$ cat config.mk
export PLATFORM = sky130hd
export DESIGN_NAME = key_input_conditioner
export DESIGN_NICKNAME = d
export VERILOG_FILES = /design/src/rtl/key_input_pkg.sv /design/src/rtl/key_channel.sv /design/src/rtl/key_input_conditioner.sv
export SDC_FILE = /design/constraint.sdc
export NUM_CORES = 1
export LEC_CHECK = 0
export CAP_MARGIN = 20
export CORE_ASPECT_RATIO = 1.1
export CORE_MARGIN = 10
export CORE_UTILIZATION = 45
export DETAILED_ROUTE_END_ITERATION = 10
export PLACE_DENSITY = 0.64
export SLEW_MARGIN = 10
export SYNTH_ARGS = -nofsm -noshare
export SYNTH_HDL_FRONTEND = slang
export SYNTH_SLANG_ARGS = --single-unit
$ cat constraint.sdc
create_clock -name i_clock -period 4.4 [get_ports i_clock]
set_input_delay 0.88 -clock i_clock [delete_from_list [all_inputs] [get_ports i_clock]]
set_output_delay 0.88 -clock i_clock [all_outputs]
set_load 0.01 [all_outputs]
$ cat src/rtl/key_input_pkg.sv
// Shared state type, 50 MHz default timing and counter sizing for the KEY conditioner.
package key_input_pkg;

  typedef enum logic [2:0] {
    IDLE        = 3'd0,
    DEB_PRESS   = 3'd1,
    HELD        = 3'd2,
    LONG        = 3'd3,
    DEB_RELEASE = 3'd4
  } key_state_t;

  localparam int CLK_FREQ_HZ         = 32'sd50_000_000;
  localparam int DEF_DEBOUNCE_CYCLES = 32'sd1_000_000;   // 20 ms
  localparam int DEF_LONG_CYCLES     = 32'sd100_000_000; // 2 s
  localparam int DEF_REPEAT_CYCLES   = 32'sd10_000_000;  // 200 ms

  // Bits needed to hold values 0..max_val, never less than one.
  function automatic int cnt_width(input int max_val);
    return (max_val < 32'sd1) ? 32'sd1 : $clog2(max_val + 32'sd1);
  endfunction

endpackage

$ cat src/rtl/key_channel.sv
// One key channel: polarity-normalising 2-flop synchroniser, debounce/hold FSM, registered pulses.
// Auto-repeat timer is built only when KEY_AUTOREPEAT_EN is defined.
module key_channel
  import key_input_pkg::*;
#(
  parameter int ACTIVE_LOW      = 32'sd1,
  parameter int DEBOUNCE_CYCLES = DEF_DEBOUNCE_CYCLES,
  parameter int LONG_CYCLES     = DEF_LONG_CYCLES
`ifdef KEY_AUTOREPEAT_EN
  ,
  parameter int REPEAT_CYCLES   = DEF_REPEAT_CYCLES
`endif
) (
  input  logic i_clock,
  input  logic i_reset,
  input  logic i_key_n,
  output logic o_pressed,
  output logic o_press,
  output logic o_release,
  output logic o_tap,
  output logic o_long_press,
  output logic o_held_long,
  output logic o_repeat
);

  localparam int            HW       = cnt_width(LONG_CYCLES);
  localparam int            DW       = cnt_width(DEBOUNCE_CYCLES);
  localparam logic [HW-1:0] HOLD_MAX = HW'(LONG_CYCLES);
  localparam logic [DW-1:0] DEB_MAX  = DW'(DEBOUNCE_CYCLES);
  localparam bit            DEB_ONE  = (DEBOUNCE_CYCLES == 32'sd1);

  logic          w_pin_act;
  logic          w_act;
  logic          r_sync1;
  logic          r_sync2;
  key_state_t    r_state;
  key_state_t    w_state_nx;
  logic [HW-1:0] r_hold_cnt;
  logic [HW-1:0] w_hold_nx;
  logic [HW-1:0] w_hold_inc;
  logic [DW-1:0] r_deb_cnt;
  logic [DW-1:0] w_deb_nx;
  logic [DW-1:0] w_deb_inc;
  logic          r_long;
  logic          w_long_nx;
  logic          w_press_nx;
  logic          w_release_nx;
  logic          w_tap_nx;
  logic          w_long_press_nx;
  logic          r_pressed;
  logic          r_press;
  logic          r_release;
  logic          r_tap;
  logic          r_long_press;

  // Normalise before synchronising so a cleared synchroniser always reads as released.
  assign w_pin_act  = (ACTIVE_LOW != 0) ? ~i_key_n : i_key_n;
  assign w_act      = r_sync2;
  assign w_hold_inc = (r_hold_cnt == HOLD_MAX) ? r_hold_cnt : r_hold_cnt + HW'(1'b1);
  assign w_deb_inc  = (r_deb_cnt == DEB_MAX) ? r_deb_cnt : r_deb_cnt + DW'(1'b1);

  // Next-state and pulse decode; the hold counter keeps running through a release bounce.
  always_comb begin
    w_state_nx      = r_state;
    w_hold_nx       = r_hold_cnt;
    w_deb_nx        = r_deb_cnt;
    w_long_nx       = r_long;
    w_press_nx      = 1'b0;
    w_release_nx    = 1'b0;
    w_tap_nx        = 1'b0;
    w_long_press_nx = 1'b0;
    case (r_state)
      IDLE: begin
        w_hold_nx = '0;
        w_deb_nx  = '0;
        w_long_nx = 1'b0;
        if (!w_act) begin
          w_state_nx = IDLE;
        end else if (DEB_ONE) begin
          w_state_nx = HELD;
          w_press_nx = 1'b1;
        end else begin
          w_state_nx = DEB_PRESS;
          w_deb_nx   = DW'(1'b1);
        end
      end
      DEB_PRESS: begin
        if (!w_act) begin
          w_state_nx = IDLE;
          w_deb_nx   = '0;
        end else if (w_deb_inc == DEB_MAX) begin
          w_state_nx = HELD;
          w_press_nx = 1'b1;
          w_deb_nx   = '0;
          w_hold_nx  = '0;
        end else begin
          w_deb_nx = w_deb_inc;
        end
      end
      HELD: begin
        w_hold_nx = w_hold_inc;
        if (w_hold_inc == HOLD_MAX) begin
          w_state_nx      = LONG;
          w_long_press_nx = 1'b1;
          w_long_nx       = 1'b1;
        end else if (w_act) begin
          w_state_nx = HELD;
        end else if (DEB_ONE) begin
          w_state_nx   = IDLE;
          w_release_nx = 1'b1;
          w_tap_nx     = 1'b1;
          w_hold_nx    = '0;
        end else begin
          w_state_nx = DEB_RELEASE;
          w_deb_nx   = DW'(1'b1);
        end
      end
      LONG: begin
        w_hold_nx = w_hold_inc;
        if (w_act) begin
          w_state_nx = LONG;
        end else if (DEB_ONE) begin
          w_state_nx   = IDLE;
          w_release_nx = 1'b1;
          w_long_nx    = 1'b0;
          w_hold_nx    = '0;
        end else begin
          w_state_nx = DEB_RELEASE;
          w_deb_nx   = DW'(1'b1);
        end
      end
      DEB_RELEASE: begin
        w_hold_nx = w_hold_inc;
        if (w_act) begin
          w_state_nx = r_long ? LONG : HELD;
          w_deb_nx   = '0;
        end else if (w_deb_inc == DEB_MAX) begin
          w_state_nx   = IDLE;
          w_release_nx = 1'b1;
          w_tap_nx     = ~r_long;
          w_long_nx    = 1'b0;
          w_deb_nx     = '0;
          w_hold_nx    = '0;
        end else begin
          w_deb_nx = w_deb_inc;
        end
      end
      default: begin
        w_state_nx = IDLE;
        w_hold_nx  = '0;
        w_deb_nx   = '0;
        w_long_nx  = 1'b0;
      end
    endcase
  end

  // Synchroniser, FSM registers and registered outputs.
  always_ff @(posedge i_clock) begin
    if (i_reset) begin
      r_sync1      <= 1'b0;
      r_sync2      <= 1'b0;
      r_state      <= IDLE;
      r_hold_cnt   <= '0;
      r_deb_cnt    <= '0;
      r_long       <= 1'b0;
      r_pressed    <= 1'b0;
      r_press      <= 1'b0;
      r_release    <= 1'b0;
      r_tap        <= 1'b0;
      r_long_press <= 1'b0;
    end else begin
      r_sync1      <= w_pin_act;
      r_sync2      <= r_sync1;
      r_state      <= w_state_nx;
      r_hold_cnt   <= w_hold_nx;
      r_deb_cnt    <= w_deb_nx;
      r_long       <= w_long_nx;
      r_pressed    <= (w_state_nx == HELD) || (w_state_nx == LONG) || (w_state_nx == DEB_RELEASE);
      r_press      <= w_press_nx;
      r_release    <= w_release_nx;
      r_tap        <= w_tap_nx;
      r_long_press <= w_long_press_nx;
    end
  end

  assign o_pressed    = r_pressed;
  assign o_press      = r_press;
  assign o_release    = r_release;
  assign o_tap        = r_tap;
  assign o_long_press = r_long_press;
  assign o_held_long  = r_long;

`ifdef KEY_AUTOREPEAT_EN
  localparam int            RW      = cnt_width(REPEAT_CYCLES);
  localparam logic [RW-1:0] REP_MAX = RW'(REPEAT_CYCLES);

  logic [RW-1:0] r_rep_cnt;
  logic [RW-1:0] w_rep_inc;
  logic          w_rep_run;
  logic          w_rep_hit;
  logic          r_repeat;

  // Timer advances only while staying in LONG, so it freezes during a release bounce.
  always_comb begin
    w_rep_run = (r_state == LONG) && w_act;
    w_rep_inc = r_rep_cnt + RW'(1'b1);
    w_rep_hit = w_rep_run && (w_rep_inc == REP_MAX);
  end

  // Repeat timer and its registered pulse.
  always_ff @(posedge i_clock) begin
    if (i_reset) begin
      r_rep_cnt <= '0;
      r_repeat  <= 1'b0;
    end else begin
      r_repeat <= w_rep_hit;
      if (w_state_nx == IDLE) begin
        r_rep_cnt <= '0;
      end else if (w_rep_run) begin
        r_rep_cnt <= w_rep_hit ? '0 : w_rep_inc;
      end else begin
        r_rep_cnt <= r_rep_cnt;
      end
    end
  end

  assign o_repeat = r_repeat;
`else
  assign o_repeat = 1'b0;
`endif

endmodule

$ cat src/rtl/key_input_conditioner.sv
// Multi-channel push-button conditioner: one key_channel per KEY pin plus parameter legality checks.
// Define KEY_AUTOREPEAT_EN to build the per-channel auto-repeat timer; otherwise o_repeat is 0.
module key_input_conditioner
  import key_input_pkg::*;
#(
  parameter int CHANNELS        = 32'sd4,
  parameter int ACTIVE_LOW      = 32'sd1,
  parameter int DEBOUNCE_CYCLES = DEF_DEBOUNCE_CYCLES,
  parameter int LONG_CYCLES     = DEF_LONG_CYCLES,
  parameter int REPEAT_CYCLES   = DEF_REPEAT_CYCLES
) (
  input  logic                i_clock,
  input  logic                i_reset,
  input  logic [CHANNELS-1:0] i_key_n,
  output logic [CHANNELS-1:0] o_pressed,
  output logic [CHANNELS-1:0] o_press,
  output logic [CHANNELS-1:0] o_release,
  output logic [CHANNELS-1:0] o_tap,
  output logic [CHANNELS-1:0] o_long_press,
  output logic [CHANNELS-1:0] o_held_long,
  output logic [CHANNELS-1:0] o_repeat
);

  if (CHANNELS < 32'sd1) begin : g_bad_channels
    $error("key_input_conditioner: CHANNELS must be >= 1");
  end
  if (DEBOUNCE_CYCLES < 32'sd1) begin : g_bad_debounce
    $error("key_input_conditioner: DEBOUNCE_CYCLES must be >= 1");
  end
  if (LONG_CYCLES <= DEBOUNCE_CYCLES) begin : g_bad_long
    $error("key_input_conditioner: LONG_CYCLES must exceed DEBOUNCE_CYCLES");
  end
  if (REPEAT_CYCLES < 32'sd1) begin : g_bad_repeat
    $error("key_input_conditioner: REPEAT_CYCLES must be >= 1");
  end

  for (genvar g = 0; g < CHANNELS; g++) begin : g_ch
    key_channel #(
      .ACTIVE_LOW      (ACTIVE_LOW),
      .DEBOUNCE_CYCLES (DEBOUNCE_CYCLES),
      .LONG_CYCLES     (LONG_CYCLES)
`ifdef KEY_AUTOREPEAT_EN
      ,
      .REPEAT_CYCLES   (REPEAT_CYCLES)
`endif
    ) u_ch (
      .i_clock      (i_clock),
      .i_reset      (i_reset),
      .i_key_n      (i_key_n[g]),
      .o_pressed    (o_pressed[g]),
      .o_press      (o_press[g]),
      .o_release    (o_release[g]),
      .o_tap        (o_tap[g]),
      .o_long_press (o_long_press[g]),
      .o_held_long  (o_held_long[g]),
      .o_repeat     (o_repeat[g])
    );
  end

endmodule

==> results.yml <==
sta:
  skew_ps: 9.98
  drv_slew: 0
  setup_tns_ps: 0
  period_needed_ps: 3770
  rsz0062_at_grt: "false"
  relSlewSlack_pct: 33.8
  fin_crit_sh_pct: 85.7
  tightest_slew_ps: 993
  max_freq_mhz: 265
  setup_violations: 0
  finalHoldViolCount: 0
worst_setup_path:
  worstPathRequired_ps: 4830
  crit_path_end_kind: "flop"
  rr_worst_depth: 11
  cp.arrival_ps: 4200
  worstSetupStartpointType: "flop"
  path_class: "flop to flop"
  critPathMaxFanout: 19
yosys:
  synth_edf_count: 0
  synth_top_area_cell: "dfxtp_1"
  synthAdderAreaFrac_pct: 1.36
  synth_top_family_by_area: "simple AND/OR/NAND/NOR gates"
  synth_compound_area_share_pct: 23.3
  synth_area_mm2: 0.0156
  synth_mux_area_share_pct: 1.06
  synth-simple-area-share_pct: 33.7
  synth_area_leaders: "dfxtp_1, nor2_1, nand2_1"
  synthCells: 2043
  synth-seq-cells: 232
  yosysSeqAreaShare_pct: 29.8
  synth-xor-area-share_pct: 3.42
  synthArstFlopShare_pct: 0
  yosysWarnings: 0
  synthFlopType: "dfxtp_1"
  synth_cell_types: 102
  synth_top_area_share_pct: 29.8
  syn_avg_cell_area_um2: 7.63
clock_network:
  clkTransAtPathRegs_ps: 60
  cts_tree: "yes"
  clk_root_buffer_cell: "clkbuf_16"
  numCtsBuffers: 29
  holdBufCountCts: 0
  clockBufferDepth: 3
  cts_max_level: 1
  clk_latency_ps: 550
  cts_sinks: 232
  cts_setup_buffers: 0
  cts.repair.resized: 0
final_layout:
  finalNetCount: 1963
  fillers: 3355
  final_util_pct: 48.7
  fin_cells: 2400
  synthToLayoutAreaGrowth_pct: 6.83
  drive_gt1_share_pct: 7.44
  n_antenna_cell: 0
global_route:
  grt_pass1_wl_um: 65900
  track_usage_pct: 17.6
  grt_pass1_vias: 13441
  grt_max_degree: 46
  grt_overflow: 0
  antenna_found_initial: 0
die:
  die-area_mm2: 0.0425
  ios: 34
  start_util_pct: 45.6
  core_mm2: 0.0342
  fp.dieH_um: 215
  fp.dieW_um: 197
  fp-row-count: 71
detailed_routing:
  top_layer: "met4"
  wl_met2_um: 18400
  wl_um: 39100
  ant_nets: 0
  first_pass_iters: 5
  vias: 14838
  wl_met3_um: 1960
  via_per_inst: 6.18
  wire_per_inst_um: 16.3
  wl_met1_um: 18000
  drc: 0
  drtIter0Drc: 1017
power:
  p_leak_nw: 5.86
  power_density_mw_per_mm2: 279
  finalPower_w: 0.00465
  max-vdd-ir-drop_mv: 0.293
place:
  dp.cells: 2346
  globalplace.congestion: 0.938
  dpl.hpwl_um: 27300
  port_buffers: 29
hold_path:
  hold_class: "flop to flop"
  hold-path-cell-count: 1
flow_run:
  drv_cap: 0
outcome:
  status: "finished, final reports clean"
-- area by class of cell --
type / instances / area [um^2] / area share [%]
multi-input cells: 1574 / 9830 / 59.0
flip-flops and latches: 232 / 4640 / 27.9
clock buffers: 39 / 843 / 5.06
well taps: 438 / 548 / 3.29
repair buffers: 47 / 428 / 2.57
inverters: 56 / 210 / 1.26
clock inverters: 14 / 150 / 0.901
-- cell usage after synthesis, types with 55 or more instances --
master    count
nor3_1       68
nor2_1      196
o21ai_0     103
clkbuf_1     82
dfxtp_1     232
a21oi_1      93
a31oi_1      71
nand3_1      98
and3_1       69
nand2_1     167
nand4_1      73
inv_1        55
-- worst max-delay path, cell delays in order, from the launching register on --
cell       delay, ps
dfxtp_1          460
ha_1             310
nand3_1          210
nor3_1           550
xnor2_1          180
o2111ai_1        240
nor4_2           740
buf_4            250
nor3_1            50
buf_4            220
and3_1           190
a221o_1          250
-- routing by layer --
metal,track usage [%],vias to the layer above
met1,23.4,6986
met3,2.36,57
li1,-,7403
met5,0,-
met2,29.3,392
met4,4.28,0
-- cell usage in the layout (no fill, tap or decap), drive strengths merged, types with 11 or more instances in the layout --
| cell | count |
|---|---|
| a31oi | 71 |
| buf | 19 |
| a22o | 22 |
| a221o | 25 |
| a21o | 19 |
| a311oi | 18 |
| nor3b | 14 |
| xnor2 | 37 |
| o22ai | 11 |
| inv | 55 |
| nor2 | 199 |
| a211o | 12 |
| a21oi | 94 |
| clkdlybuf4s50 | 28 |
| dfxtp | 232 |
| nand2 | 167 |
| nand3 | 99 |
| mux2i | 12 |
| nand4 | 78 |
| o21ai | 111 |
| and2 | 20 |
| and3 | 69 |
| o31ai | 22 |
| xor2 | 23 |
| nor4 | 39 |
| clkbuf | 39 |
| or4 | 27 |
| a211oi | 11 |
| nor3 | 74 |
| nor2b | 32 |
| nand2b | 20 |
| or3 | 25 |
| or2 | 19 |
| ha | 17 |
| and4 | 24 |
-- power breakdown --
part	leakage (nW)	total, W	internal [W]	switching, W
clock network	0.495	0.00244	0.00151	0.000936
registers	1.87	0.00212	0.00211	0.0000142
logic	3.49	0.0000812	0.0000286	0.0000526
-- registers in the layout, indices dropped and copies added (netlist names) --
name / flops
g_ch.u_ch.o_release: 4
g_ch.u_ch.r_state: 12
g_ch.u_ch.r_sync2: 4
g_ch.u_ch.r_hold_cnt: 108
g_ch.u_ch.o_long_press: 4
g_ch.u_ch.o_press: 4
g_ch.u_ch.o_held_long: 4
g_ch.u_ch.o_pressed: 4
g_ch.u_ch.r_deb_cnt: 80
g_ch.u_ch.r_sync1: 4
g_ch.u_ch.o_tap: 4
-- cells by family (layout without fill, tap and decap cells) --
family,Yosys count,after routing
compound gates,523,523
fa+ha+maj,17,17
simple gates,954,954
buf+inv,240,156
other cells,1,4
xor+xnor,60,60
flops,232,232
mux,16,16
-- worst paths after layout --
check | from | endpoint | slack, ps
setup reg to reg | g_ch[3].u_ch.r_deb_cnt[0]$_SDFFE_PP0P_ | g_ch[3].u_ch.r_deb_cnt[11]$_SDFFE_PP0P_ | 630
hold reg to reg | g_ch[1].u_ch.r_sync1$_SDFF_PP0_ | g_ch[1].u_ch.r_sync2$_SDFF_PP0_ | 440
hold / removal | g_ch[1].u_ch.r_sync1$_SDFF_PP0_ | g_ch[1].u_ch.r_sync2$_SDFF_PP0_ | 440
setup / recovery | g_ch[3].u_ch.r_deb_cnt[0]$_SDFFE_PP0P_ | g_ch[3].u_ch.r_deb_cnt[11]$_SDFFE_PP0P_ | 630
-- metrics by stage --
stage               cell area (um^2)  setup slack (ps)  hold WS (ps)
finish                         16700               629           436
floorplan                      15600              1230           414
CTS                            16600               660           439
global route                   16700               255           456
global placement               15700               747           418
detailed placement             15700               660           426
No activity file was read; power rests on OpenSTA's default activity.
